File: src/rtl/regfile_wb_arbiter_pkg.sv
// Shared widths and types for the regfile writeback arbiter.
package regfile_wb_arbiter_pkg;

  localparam int unsigned DefDataW     = 32;
  localparam int unsigned DefAddrW     = 5;
  localparam int unsigned DefFifoDepth = 2;
  localparam int unsigned NumRegs      = 2 ** DefAddrW;

  // One buffered long-latency result.
  typedef struct packed {
    logic [DefAddrW-1:0] addr;
    logic [DefDataW-1:0] data;
  } ll_entry_t;

endpackage

File: src/rtl/regfile_wb_arbiter_ll_result_fifo.sv
// Synchronous FIFO holding long-latency results until a regfile port slot is free.
// Full/empty come from the registered count, so there is no same-cycle bypass.
module regfile_wb_arbiter_ll_result_fifo #(
  parameter int unsigned Width = 37,
  parameter int unsigned Depth = 2
) (
  input  logic             clk,
  input  logic             resetn,
  input  logic             push,
  input  logic [Width-1:0] wdata,
  input  logic             pop,
  output logic [Width-1:0] head,
  output logic             full,
  output logic             empty
);

  localparam int unsigned PtrW = $clog2(Depth);
  localparam int unsigned CntW = $clog2(Depth + 1);

  logic [PtrW-1:0]  wr_ptr_q, wr_ptr_d;
  logic [PtrW-1:0]  rd_ptr_q, rd_ptr_d;
  logic [CntW-1:0]  count_q, count_d;
  logic [Width-1:0] mem_q [Depth];
  logic [Width-1:0] mem_d [Depth];

  // Next-state for pointers, count and storage; pointers wrap naturally (Depth is 2**n).
  always_comb begin
    wr_ptr_d = wr_ptr_q;
    rd_ptr_d = rd_ptr_q;
    mem_d    = mem_q;
    if (push) begin
      mem_d[wr_ptr_q] = wdata;
      wr_ptr_d        = wr_ptr_q + 1'b1;
    end
    if (pop) begin
      rd_ptr_d = rd_ptr_q + 1'b1;
    end
    count_d = count_q + {{(CntW-1){1'b0}}, push} - {{(CntW-1){1'b0}}, pop};
  end

  // Control state with synchronous active-low reset.
  always_ff @(posedge clk) begin
    if (!resetn) begin
      wr_ptr_q <= '0;
      rd_ptr_q <= '0;
      count_q  <= '0;
    end else begin
      wr_ptr_q <= wr_ptr_d;
      rd_ptr_q <= rd_ptr_d;
      count_q  <= count_d;
    end
  end

  // Storage needs no reset; validity is tracked by count.
  always_ff @(posedge clk) begin
    mem_q <= mem_d;
  end

  assign head  = mem_q[rd_ptr_q];
  assign full  = (count_q == CntW'(Depth));
  assign empty = (count_q == '0);

endmodule

File: src/rtl/regfile_wb_arbiter.sv
// Owns both regfile write ports: pipe writebacks pass straight through, buffered
// long-latency results fill idle slots, and a busy/stale scoreboard stops stale LL
// data from overwriting younger pipe results.
module regfile_wb_arbiter
  import regfile_wb_arbiter_pkg::*;
#(
  parameter int unsigned DATA_W     = DefDataW,
  parameter int unsigned ADDR_W     = DefAddrW,
  parameter int unsigned FIFO_DEPTH = DefFifoDepth
) (
  input  logic                 clk,
  input  logic                 resetn,
  input  logic                 wb0_we,
  input  logic [ADDR_W-1:0]    wb0_addr,
  input  logic [DATA_W-1:0]    wb0_data,
  input  logic                 wb1_we,
  input  logic [ADDR_W-1:0]    wb1_addr,
  input  logic [DATA_W-1:0]    wb1_data,
  input  logic                 alloc_valid,
  input  logic [ADDR_W-1:0]    alloc_addr,
  input  logic                 ll_valid,
  output logic                 ll_ready,
  input  logic [ADDR_W-1:0]    ll_addr,
  input  logic [DATA_W-1:0]    ll_data,
  output logic                 rf_we1,
  output logic [ADDR_W-1:0]    rf_waddr1,
  output logic [DATA_W-1:0]    rf_wdata1,
  output logic                 rf_we2,
  output logic [ADDR_W-1:0]    rf_waddr2,
  output logic [DATA_W-1:0]    rf_wdata2,
  output logic [2**ADDR_W-1:0] busy_mask
);

  localparam int unsigned NRegs  = 2 ** ADDR_W;
  localparam int unsigned EntryW = ADDR_W + DATA_W;

  logic [NRegs-1:0]  busy_q, busy_d;
  logic [NRegs-1:0]  stale_q, stale_d;

  logic              wb0_act, wb1_act, alloc_act, push;
  logic              fifo_full, fifo_empty;
  logic [EntryW-1:0] fifo_head;
  logic [ADDR_W-1:0] head_addr;
  logic [DATA_W-1:0] head_data;
  logic              head_to_p1, head_to_p2, pop, head_kill;

  // r0 is hard-wired zero, so anything aimed at it does nothing.
  assign wb0_act   = wb0_we && (wb0_addr != '0);
  assign wb1_act   = wb1_we && (wb1_addr != '0);
  assign alloc_act = alloc_valid && (alloc_addr != '0);

  assign ll_ready = resetn && !fifo_full;
  assign push     = ll_valid && ll_ready && (ll_addr != '0);

  regfile_wb_arbiter_ll_result_fifo #(
    .Width (EntryW),
    .Depth (FIFO_DEPTH)
  ) u_ll_fifo (
    .clk    (clk),
    .resetn (resetn),
    .push   (push),
    .wdata  ({ll_addr, ll_data}),
    .pop    (pop),
    .head   (fifo_head),
    .full   (fifo_full),
    .empty  (fifo_empty)
  );

  assign head_addr = fifo_head[EntryW-1 -: ADDR_W];
  assign head_data = fifo_head[DATA_W-1:0];

  // Slot selection for the FIFO head and the two regfile port muxes.
  always_comb begin
    head_to_p1 = 1'b0;
    head_to_p2 = 1'b0;
    if (resetn && !fifo_empty) begin
      if (!wb0_we) begin
        head_to_p1 = 1'b1;
      end else if (!wb1_we) begin
        head_to_p2 = 1'b1;
      end
    end
    pop = head_to_p1 || head_to_p2;

    // A younger pipe result (earlier or this cycle) makes the LL data obsolete.
    head_kill = stale_q[head_addr] ||
                (wb0_act && (wb0_addr == head_addr)) ||
                (wb1_act && (wb1_addr == head_addr)) ||
                (head_addr == '0);

    rf_we1    = resetn && (wb0_act || (head_to_p1 && !head_kill));
    rf_waddr1 = head_to_p1 ? head_addr : wb0_addr;
    rf_wdata1 = head_to_p1 ? head_data : wb0_data;
    rf_we2    = resetn && (wb1_act || (head_to_p2 && !head_kill));
    rf_waddr2 = head_to_p2 ? head_addr : wb1_addr;
    rf_wdata2 = head_to_p2 ? head_data : wb1_data;
  end

  // Scoreboard update; later statements take priority (pipe < pop < alloc).
  always_comb begin
    busy_d  = busy_q;
    stale_d = stale_q;
    if (wb0_act && busy_q[wb0_addr]) stale_d[wb0_addr] = 1'b1;
    if (wb1_act && busy_q[wb1_addr]) stale_d[wb1_addr] = 1'b1;
    if (pop) begin
      busy_d[head_addr]  = 1'b0;
      stale_d[head_addr] = 1'b0;
    end
    if (alloc_act) begin
      busy_d[alloc_addr]  = 1'b1;
      stale_d[alloc_addr] = 1'b0;
    end
    busy_d[0]  = 1'b0;
    stale_d[0] = 1'b0;
  end

  // Scoreboard registers with synchronous active-low reset.
  always_ff @(posedge clk) begin
    if (!resetn) begin
      busy_q  <= '0;
      stale_q <= '0;
    end else begin
      busy_q  <= busy_d;
      stale_q <= stale_d;
    end
  end

  assign busy_mask = busy_q;

  // Issue stalls on busy registers, so a second alloc can only coincide with the pop.
  a_alloc_not_busy : assert property (@(posedge clk) disable iff (!resetn)
    alloc_act |-> (!busy_q[alloc_addr] || (pop && (head_addr == alloc_addr))));

  // Every LL result must have been allocated beforehand.
  a_ll_was_alloc : assert property (@(posedge clk) disable iff (!resetn)
    (ll_valid && (ll_addr != '0)) |-> busy_q[ll_addr]);

endmodule

File: config.mk
export PLATFORM = sky130hd
export DESIGN_NAME = regfile_wb_arbiter
export DESIGN_NICKNAME = d
export VERILOG_FILES = /design/src/rtl/regfile_wb_arbiter_pkg.sv /design/src/rtl/regfile_wb_arbiter_ll_result_fifo.sv /design/src/rtl/regfile_wb_arbiter.sv
export SDC_FILE = /design/constraint.sdc
export NUM_CORES = 1
export LEC_CHECK = 0
export CAP_MARGIN = 20
export CORE_MARGIN = 2
export CORE_UTILIZATION = 52
export CTS_CLUSTER_DIAMETER = 200
export CTS_CLUSTER_SIZE = 12
export DETAILED_ROUTE_END_ITERATION = 6
export GPL_TIMING_DRIVEN = 0
export PLACE_DENSITY = 0.92
export SLEW_MARGIN = 25
export SYNTH_ARGS = -nofsm -noshare
export SYNTH_HDL_FRONTEND = slang
export SYNTH_SLANG_ARGS = --single-unit
File: constraint.sdc
create_clock -name clk -period 9.25 [get_ports clk]
set_input_delay 2.3125 -clock clk [delete_from_list [all_inputs] [get_ports clk]]
set_output_delay 2.3125 -clock clk [all_outputs]
set_load 0.005 [all_outputs]
==> results of run 1 <==
## critical path, delay by kind of cell
family	cells	cell delay, ps
AND/OR/NAND/NOR	3	970
buffers and inverters	4	1530
AO/OA/AOI/OAI	3	960
## synth_stat cells, types with 10 or more instances
master / instances
mux2i_1: 56
nand2_1: 111
edfxtp_1: 74
a41oi_1: 11
o21ai_0: 27
a31oi_1: 16
nand3_1: 40
mux2_2: 10
clkbuf_1: 45
dfxtp_1: 66
nand2b_1: 11
a21oi_1: 140
nor3_1: 23
buf_2: 10
nor2_1: 119
## routing by layer
layer / vias to the layer above / global-route usage, %
met5: - / 0
met4: 0 / 17.2
met3: 153 / 15.0
met2: 737 / 60.8
met1: 4235 / 51.1
li1: 3906 / -
## worst max path at each step
stage	from	endpoint	slack (ps)	cells after the start
6_report	wb1_addr[1]	rf_we1	1160	10
5_1_grt	resetn	rf_wdata2[28]	1120	8
3_5_place_dp	wb1_addr[1]	rf_we1	1350	10
3_3_place_gp	wb1_addr[1]	rf_we1	1340	10
4_1_cts	resetn	rf_wdata2[28]	1270	8
2_1_floorplan	wb0_addr[1]	rf_we1	2950	9
## cells by family after synthesis
| kind of cell | synth area share, % |
|---|---|
| and+or+nand+nor | 21.9 |
| buffers and inverters | 4.18 |
| AOI/OAI and AO/OA | 19.2 |
| other | 0.0461 |
| muxes | 9.28 |
| DFF | 43.6 |
| xor gates and xnor gates | 1.51 |
| adders and majority gates | 0.308 |
## per-stage QoR
stage	power, mW	cells	setup slack (ps)	hold slack [ps]
2_1_floorplan	1.05	929	2950	440
3_3_place_gp	1.35	1363	1340	469
3_5_place_dp	1.37	1365	1350	477
4_1_cts	2.10	1397	1270	484
5_1_grt	2.18	1397	1120	496
6_report	2.12	1397	1160	491
## power groups by stage
stage                     Sequential (mW)  Combinational (mW)  Clock [mW]
after floorplan                     0.720               0.328           0
after global placement              0.723               0.622           0
after detailed placement            0.724               0.643           0
after CTS                           0.711               0.650       0.741
after global routing                0.714               0.700       0.768
final                               0.712               0.665       0.746
## cell type report
type	count	area, sq um
flip-flops and latches	140	3540
fillers	1087	3920
multi-input cells	714	4270
plain buffers	69	318
clock buffers	19	433
repair buffers	225	2290
well taps	211	264
inverters	6	22.5
clock inverters	13	198
## state kept, by name, indices dropped and copies added (netlist names)
signal	flops
stale_q	31
u_ll_fifo.mem_q	74
u_ll_fifo.wr_ptr_q	1
busy_mask	31
u_ll_fifo.rd_ptr_q	1
u_ll_fifo.count_q	2
==> summary.txt, run 1 <==
Clock network
  • Sink Count: 140
  • TritonCTS clock tree: yes
  • Setup bufs post-CTS: 0
  • Htree depth: 4
  • Cts bufs inserted: 17
  • Clock slew at reported path FFs: 60 ps
  • Hold Buf Count CTS: 0
  • # resized after CTS: 0
  • Clock Latency Late Sink: 430 ps
  • Clk buf depth: 2
  • Root buffer cell: clkbuf_16

Critical path
  • Kind of critical path: in2out
  • CP startpoint kind: primary input
  • R2R Path Start: u_ll_fifo.rd_ptr_q
  • Crit-path max FO: 10
  • Worst-case reg-to-reg path depth: 8
  • Critical path data required time: 6940 ps
  • Worst stage delay on the critical path: 630 ps
  • Crit. End Element: output port
  • Critical-path cell list: clkdlybuf4s50_1, buf_2, buf_2, nor2_1, a21boi_1, nand4_1, o22a_1, nand3_1, o32ai_2, clkdlybuf4s50_1
  • Slowest CP cell: nor2_1
  • R2R Setup Slk: 6110 ps
  • CP arrival: 5780 ps
  • R2r endpoint: stale_q[23]

Placement
  • Placed cell area: 10,700 sq um
  • GP Congestion: 1.00
  • Number of I/O port buffers: 223
  • DP HPWL: 25.2 mm

Power
  • Maximum vdd drop: 135 uV
  • Power Density: 187 nW/um^2
  • Logic gate share of total power: 31.3%
  • Pleak: 3.88 nW
  • Seq pwr share: 33.5%
  • Clock network power share: 35.1%
  • Psw: 0.659 mW
  • Int Pwr: 1.46 mW
  • Switching share of power: 31.0%

Cells and area
  • Share of post-route cells with drive strength above 1: 7.25%
  • Finished Cell Area: 11,300 sq um
  • Area growth syn-to-layout: 39.4%
  • Final core occ: 74.3%
  • # nets final: 1,297
  • Commonest non-fill, non-tap cell in the layout: clkdlybuf4s50_1
  • ANT cells: 0
  • Most frequent cells in the layout: 223 x clkdlybuf4s50_1, 140 x a21oi_1, 119 x nor2_1

Global routing
  • Initial antenna violation count: 0
  • Vias in the first global route: 8,656
  • Total track usage: 39.9%
  • First-pass GRT wire length: 49.4 mm
  • GR Overflow Total: 0
  • Largest net degree at the start of global routing: 24

Synthesis
  • Post-Synthesis Cell Area: 8130 sq um
  • Synth top area share: 27.3%
  • Cells after synthesis: 929
  • YS warnings: 0
  • Syn nets: 1,053
  • Ys async rst share: 0%
  • Synth area leaders: edfxtp_1 27%, dfxtp_1 16%, a21oi_1 8.6%
  • Sequential cell area fraction in the yosys report: 43.6%
  • Seq cells post-synth: 140
  • Avg Cell Area, Syn: 8.76 sq um
  • Synth Flop Type: edfxtp_1
  • Synth area leader: edfxtp_1
  • Distinct cells, synth: 78
  • Number of flops mapped to enable cells by yosys: 74

STA
  • RSZ-0062 raised after global routing: false
  • Final setup violation count: 0
  • Post-layout min period: 8090 ps
  • Final Max Tran Viols: 0
  • Fmax: 124 MHz
  • Setup_tns: 0 ps
  • Final Hold Fails: 0
  • Worst-margin pin slew: 1050 ps
  • Fin crit share: 87.5%
  • Max_slew headroom: 28.1%
  • Setup Skew: 11.3 ps

Route
  • DRC: 3
  • Initial DRC count: 1,419
  • TritonRoute pass-1 iters: 7
  • Met3 WL post-DR: 4.45 mm
  • Top Layer Used: met4
  • ANT nets after route: 0
  • Final wirelength: 33.5 mm
  • Drt wl/cell: 24.0 um
  • Met1 Wirelength: 12.2 mm
  • Detailed-route via count: 9,031
  • Met2 wire length: 15.2 mm
  • Vias per cell: 6.46

Floorplan
  • Die width: 129 um
  • Die footprint: 16,700 sq um
  • Core Region: 15,300 sq um
  • Cell Rows: 45
  • Height of the die: 129 um
  • Initial core utilization: 53.3%
  • Num ports: 231

Hold path
  • WHS Path Cells: 2
  • HP Class: reg2reg
  • HP Start: busy_mask[19]
  • WHS Endpoint: busy_mask[19]

Status
  • Failing checks: design-rule violations
  • Status: finished with violations

Job
  • Max Cap Violations: 0
No activity file was read; power rests on OpenSTA's default activity.
==> run 2: changes to the inputs <==
--- a/config.mk
+++ b/config.mk
@@ -11,6 +11,7 @@
 export CTS_CLUSTER_DIAMETER = 200
 export CTS_CLUSTER_SIZE = 12
 export DETAILED_ROUTE_END_ITERATION = 6
+export GPL_ROUTABILITY_DRIVEN = 0
 export GPL_TIMING_DRIVEN = 0
 export PLACE_DENSITY = 0.92
 export SLEW_MARGIN = 25
==> summary.txt, run 2 (synthesized netlist as in run 1, its figures left out) <==
Critical path
  • CP startpoint kind: primary input (unchanged)
  • Critical path startpoint: wb1_addr[1] (unchanged)
  • Buf/Inv on CP: 4 (unchanged)
  • Worst stage delay on the critical path: 800 ps (was 630 ps)
  • Critical-path cell list: clkdlybuf4s50_1, buf_2, buf_2, nor2_1, a21boi_1, nand4_1, o22a_1, nand3_1, o32ai_2, clkdlybuf4s50_1 (unchanged)
  • Slowest CP cell: a21boi_1 (was nor2_1)
  • Crit-path max FO: 10 (unchanged)
  • R2R Path Start: u_ll_fifo.rd_ptr_q (unchanged)
  • Kind of critical path: in2out (unchanged)
  • Crit. End Element: output port (unchanged)
  • Delay-heaviest family, CP: buffers and inverters (unchanged)
  • Critical path data required time: 6940 ps (about the same)
  • CP arrival: 5810 ps (was 5780 ps)

STA
  • Post-layout min period: 8130 ps (was 8090 ps)
  • RSZ-0062 raised after global routing: false (unchanged)
  • Fin crit share: 87.9% (was 87.5%)
  • WHS: 476 ps (was 491 ps)
  • Final Max Tran Viols: 0 (unchanged)
  • Final setup violation count: 0 (unchanged)
  • Final Hold Fails: 0 (unchanged)
  • Setup_tns: 0 ps (unchanged)
  • Fmax: 123 MHz (was 124 MHz)
  • Max_slew headroom: 25.9% (was 28.1%)
  • Setup Skew: 10.0 ps (was 11.3 ps)
  • Worst-margin pin slew: 1110 ps (was 1050 ps)

Global routing
  • Initial antenna violation count: 0 (unchanged)
  • Total track usage: 38.2% (was 39.9%)
  • Vias in the first global route: 8,688 (was 8,656)
  • First-pass GRT wire length: 47.5 mm (was 49.4 mm)
  • Largest net degree at the start of global routing: 27 (was 24)
  • GR Overflow Total: 0 (unchanged)

Placement
  • Number of I/O port buffers: 223 (unchanged)
  • DP HPWL: 23.0 mm (was 25.2 mm)

Route
  • Top Layer Used: met5 (was met4)
  • Detailed-route via count: 9,416 (was 9,031)
  • TritonRoute pass-1 iters: 7 (unchanged)
  • Met3 WL post-DR: 4.58 mm (was 4.45 mm)
  • Initial DRC count: 1,685 (was 1,419)
  • Drt wl/cell: 23.6 um (was 24.0 um)
  • Final wirelength: 33.0 mm (was 33.5 mm)
  • Met1 Wirelength: 11.4 mm (was 12.2 mm)
  • Vias per cell: 6.74 (was 6.46)
  • DRC: 0 (was 3)
  • ANT nets after route: 0 (unchanged)
  • Met2 wire length: 14.5 mm (was 15.2 mm)

Clock network
  • Cts bufs inserted: 17 (unchanged)
  • TritonCTS clock tree: yes (unchanged)
  • Root buffer cell: clkbuf_16 (unchanged)
  • Clock Latency Late Sink: 440 ps (was 430 ps)
  • Htree depth: 4 (unchanged)
  • # resized after CTS: 0 (unchanged)
  • Sink Count: 140 (unchanged)
  • Setup bufs post-CTS: 0 (unchanged)
  • Clk buf depth: 2 (unchanged)
  • Clock slew at reported path FFs: 60 ps (about the same)
  • Hold Buf Count CTS: 0 (unchanged)

Floorplan
  • Die footprint: 16,700 sq um (unchanged)
  • Core Region: 15,300 sq um (unchanged)
  • Num ports: 231 (unchanged)
  • Die width: 129 um (unchanged)
  • Cell Rows: 45 (unchanged)
  • Initial core utilization: 53.3% (unchanged)
  • Height of the die: 129 um (unchanged)

Cells and area
  • Area growth syn-to-layout: 38.6% (was 39.4%)
  • # nets final: 1,297 (unchanged)
  • ANT cells: 0 (unchanged)
  • Fillers: 980 (was 1,087)
  • Commonest non-fill, non-tap cell in the layout: clkdlybuf4s50_1 (unchanged)
  • Top reg by flops: u_ll_fifo.mem_q (unchanged)
  • Max reg flops: 74 (unchanged)
  • Most frequent cells in the layout: 223 x clkdlybuf4s50_1, 140 x a21oi_1, 119 x nor2_1 (unchanged)
  • Share of post-route cells with drive strength above 1: 7.42% (was 7.25%)

Power
  • Maximum vdd drop: 129 uV (was 135 uV)
  • Pleak: 3.86 nW (was 3.88 nW)
  • Power Density: 183 nW/um^2 (was 187 nW/um^2)

Hold path
  • HP Start: stale_q[9] (was busy_mask[19])
  • HP Class: reg2reg (unchanged)

Status
  • Status: finished clean (was finished with violations)

Job
  • Max Cap Violations: 0 (unchanged)
==> run 2: changes by cell type in the layout (fill, tap and decap cells not counted), sizes merged <==
cell / previous run / this run
bufinv: 5 / 0
clkbuf: 64 / 72
clkinv: 7 / 4
==> run 2: path summary, 6_finish.rpt <==
path / to / slack [ps] / cells after the start
min reg2reg: stale_q[9] / 480 / 2
max: rf_we1 / 1120 / 10
min: stale_q[9] / 480 / 2
max reg2reg: stale_q[11] / 6240 / 9
==> run 2: cell type report <==
type / instances / area [sq um] / area share, %
buffer: 69 / 318 / 2.82
clock buffer: 27 / 558 / 4.95
clock inverter: 5 / 27.5 / 0.244
inverter: 6 / 22.5 / 0.200
multi-input combinational: 714 / 4260 / 37.8
sequential: 140 / 3540 / 31.4
tap: 211 / 264 / 2.34
timing repair buffer: 225 / 2280 / 20.2
==> run 2: report_power, final <==
| group | internal [mW] | switching, mW |
|---|---|---|
| registers | 0.694 | 0.0181 |
| clock network | 0.410 | 0.266 |
| logic | 0.295 | 0.375 |
==> run 2: per-layer routing <==
metal | GRT usage, % | vias up
met4 | 22.0 | 2
met5 | 0 | -
li1 | - | 3897
met1 | 47.3 | 4291
met3 | 12.2 | 276
met2 | 59.1 | 950
==> run 2: worst reg2reg max path, cell delays in order (launching register included) <==
cell and delay [ps]:
dfxtp_1 360, buf_6 150, buf_2 230, buf_1 520
nand3b_1 160, a21boi_1 650, a21oi_1 280, and3_1 260
a41oi_1 150, o21ai_0 110
==> run 2: through the flow <==
step	cells	utilization [%]	setup WS, ps	cell area, sq um	power (mW)
global route	1397	73.9	1060	11300	2.11
detailed placement	1365	70.0	1400	10700	1.35
global placement	1363	69.7	1440	10600	1.33
finish	1397	73.9	1120	11300	2.06
floorplan	929	-	2950	8130	1.05
CTS	1397	73.9	1310	11300	2.03
==> run 3: changes to the inputs <==
--- a/config.mk
+++ b/config.mk
@@ -13,6 +13,7 @@
 export DETAILED_ROUTE_END_ITERATION = 6
 export GPL_ROUTABILITY_DRIVEN = 0
 export GPL_TIMING_DRIVEN = 0
+export MAX_ROUTING_LAYER = met4
 export PLACE_DENSITY = 0.92
 export SLEW_MARGIN = 25
 export SYNTH_ARGS = -nofsm -noshare
==> constraint.sdc (replaced) <==
create_clock -name clk -period 9.25 [get_ports clk]
set_input_delay 2.3125 -clock clk [delete_from_list [all_inputs] [get_ports clk]]
set_output_delay 2.3125 -clock clk [all_outputs]
set_load 0.05 [all_outputs]
==> summary.txt, run 3 (synthesized netlist as in run 1, its figures left out) <==
Route
  • ANT nets after route: 0 (unchanged)
  • Drt wl/cell: 23.4 um (was 23.6 um)
  • Detailed-route via count: 9,334 (was 9,416)
  • Final wirelength: 32.6 mm (was 33.0 mm)
  • Initial DRC count: 1,784 (was 1,685)
  • TritonRoute pass-1 iters: 7 (unchanged)
  • DRC: 0 (unchanged)
  • Vias per cell: 6.68 (was 6.74)

Cells and area
  • Commonest non-fill, non-tap cell in the layout: clkdlybuf4s50_1 (unchanged)
  • Area occupied by multi-input gates: 4260 sq um (unchanged)
  • Top reg by flops: u_ll_fifo.mem_q (unchanged)
  • Max reg flops: 74 (unchanged)
  • ANT cells: 0 (unchanged)
  • Fillers: 980 (unchanged)
  • Reg area: 3540 sq um (unchanged)
  • # nets final: 1,297 (unchanged)
  • Area growth syn-to-layout: 38.6% (unchanged)
  • Share of post-route cells with drive strength above 1: 7.42% (unchanged)
  • Most frequent cells in the layout: 223 x clkdlybuf4s50_1, 140 x a21oi_1, 119 x nor2_1 (unchanged)

Floorplan
  • Num ports: 231 (unchanged)
  • Height of the die: 129 um (unchanged)
  • Initial core utilization: 53.3% (unchanged)
  • Die footprint: 16,700 sq um (unchanged)
  • Die width: 129 um (unchanged)
  • Cell Rows: 45 (unchanged)
  • Core Region: 15,300 sq um (unchanged)

Hold path
  • HP Class: reg2reg (unchanged)

Placement
  • Place WS: 1100 ps (was 1400 ps)
  • Number of I/O port buffers: 223 (unchanged)
  • DP HPWL: 23.0 mm (unchanged)

STA
  • Fin crit share: 90.9% (was 87.9%)
  • Max_slew headroom: 27.0% (was 25.9%)
  • WHS: 487 ps (was 476 ps)
  • Setup Skew: 6.88 ps (was 10.0 ps)
  • Post-layout min period: 8410 ps (was 8130 ps)
  • Final WS setup: 842 ps (was 1120 ps)
  • Setup_tns: 0 ps (unchanged)
  • Final Hold Fails: 0 (unchanged)
  • RSZ-0062 raised after global routing: false (unchanged)
  • Worst-margin pin slew: 1090 ps (was 1110 ps)
  • Final Max Tran Viols: 0 (unchanged)
  • Fmax: 119 MHz (was 123 MHz)
  • Final setup violation count: 0 (unchanged)

Critical path
  • R2r endpoint: stale_q[11] (unchanged)
  • Critical path data required time: 6940 ps (about the same)
  • Critical Path Sink: rf_we1 (unchanged)
  • Cell depth of the worst setup path: 10 (unchanged)
  • Delay-heaviest family, CP: buffers and inverters (unchanged)
  • Critical path startpoint: wb1_addr[1] (unchanged)
  • CP arrival: 6100 ps (was 5810 ps)
  • Critical-path cell list: clkdlybuf4s50_1, buf_2, buf_2, nor2_1, a21boi_1, nand4_1, o22a_1, nand3_1, o32ai_2, clkdlybuf4s50_1 (unchanged)
  • Worst-case reg-to-reg path depth: 9 (unchanged)
  • R2R Setup Slk: 6170 ps (was 6240 ps)
  • Crit. End Element: output port (unchanged)
  • Slowest CP cell: clkdlybuf4s50_1 (was a21boi_1)
  • Kind of critical path: in2out (unchanged)
  • Crit-path max FO: 10 (unchanged)
  • Buf/Inv on CP: 4 (unchanged)
  • Worst stage delay on the critical path: 890 ps (was 800 ps)
  • R2R Path Start: u_ll_fifo.rd_ptr_q (unchanged)
  • CP startpoint kind: primary input (unchanged)

Clock network
  • Hold Buf Count CTS: 0 (unchanged)
  • # resized after CTS: 0 (unchanged)
  • TritonCTS clock tree: yes (unchanged)
  • Root buffer cell: clkbuf_16 (unchanged)
  • Clk buf depth: 2 (unchanged)
  • Clock slew at reported path FFs: 60 ps (about the same)
  • Cts bufs inserted: 17 (unchanged)
  • Sink Count: 140 (unchanged)
  • Htree depth: 4 (unchanged)
  • Clock Latency Late Sink: 430 ps (was 440 ps)
  • Setup bufs post-CTS: 0 (unchanged)

Global routing
  • GR Overflow Total: 0 (unchanged)
  • First-pass GRT wire length: 47.5 mm (about the same)
  • Vias in the first global route: 8,697 (was 8,688)
  • Initial antenna violation count: 0 (unchanged)
  • Total track usage: 39.3% (was 38.2%)
  • Largest net degree at the start of global routing: 27 (unchanged)

Power
  • Pleak: 3.86 nW (unchanged)
  • Clock network power share: 29.5% (was 32.8%)
  • Psw: 0.878 mW (was 0.660 mW)
  • Seq pwr share: 31.3% (was 34.6%)
  • Maximum vdd drop: 132 uV (was 129 uV)
  • Logic gate share of total power: 39.2% (was 32.6%)
  • Int Pwr: 1.40 mW (about the same)
  • Power Density: 202 nW/um^2 (was 183 nW/um^2)
  • Switching share of power: 38.6% (was 32.0%)

Status
  • Status: finished clean (unchanged)

Job
  • Max Cap Violations: 0 (unchanged)
-- run 3: cell counts in the layout (fill, tap and decap cells not counted) --
No cell type changed its count.
-- run 3: routing by layer --
layer | up-vias | share of wire, % | global-route usage [%]
li1 | 3891 | - | -
met1 | 4258 | 34 | 47.3
met2 | 930 | 45 | 59.2
met3 | 255 | 14 | 11.6
met4 | 0 | 7.1 | 21.8
met5 | - | 0 | -
-- run 3: through the flow --
| step | power, mW | cells | utilization, % | area, sq um |
|---|---|---|---|---|
| floorplan | 1.27 | 929 | - | 8130 |
| global placement | 1.56 | 1363 | 69.7 | 10600 |
| detailed placement | 1.58 | 1365 | 70.0 | 10700 |
| CTS | 2.25 | 1397 | 73.9 | 11300 |
| global route | 2.33 | 1397 | 73.9 | 11300 |
| finish | 2.28 | 1397 | 73.9 | 11300 |
-- run 3: worst min-delay path by stage --
stage / from / end / depth (start not counted)
3_5_place_dp: stale_q[9] / stale_q[9] / 2
4_1_cts: stale_q[9] / stale_q[9] / 2
3_3_place_gp: stale_q[9] / stale_q[9] / 2
5_1_grt: stale_q[9] / stale_q[9] / 2
2_1_floorplan: stale_q[9] / stale_q[9] / 2
6_report: stale_q[9] / stale_q[9] / 2
-- run 3: power groups by stage --
stage                     Clock (mW)  Combinational (mW)  Sequential [mW]
after floorplan                    0               0.547            0.726
after global placement             0               0.834            0.723
after detailed placement           0               0.855            0.723
after CTS                      0.667               0.872            0.711
after global routing           0.694               0.923            0.714
final                          0.672               0.893            0.713
-- run 3: worst min-delay path: stages (launching register included) --
cell	delay, ps
dfxtp_1	320
nand2_1	60
nand3_1	60
-- run 3: area by class of cell --
class / instances / share of cell area (%)
plain buffers: 69 / 2.82
clock buffers: 27 / 4.95
clock inverters: 5 / 0.244
inverters: 6 / 0.200
multi-input cells: 714 / 37.8
flip-flops and latches: 140 / 31.4
well taps: 211 / 2.34
repair buffers: 225 / 20.2
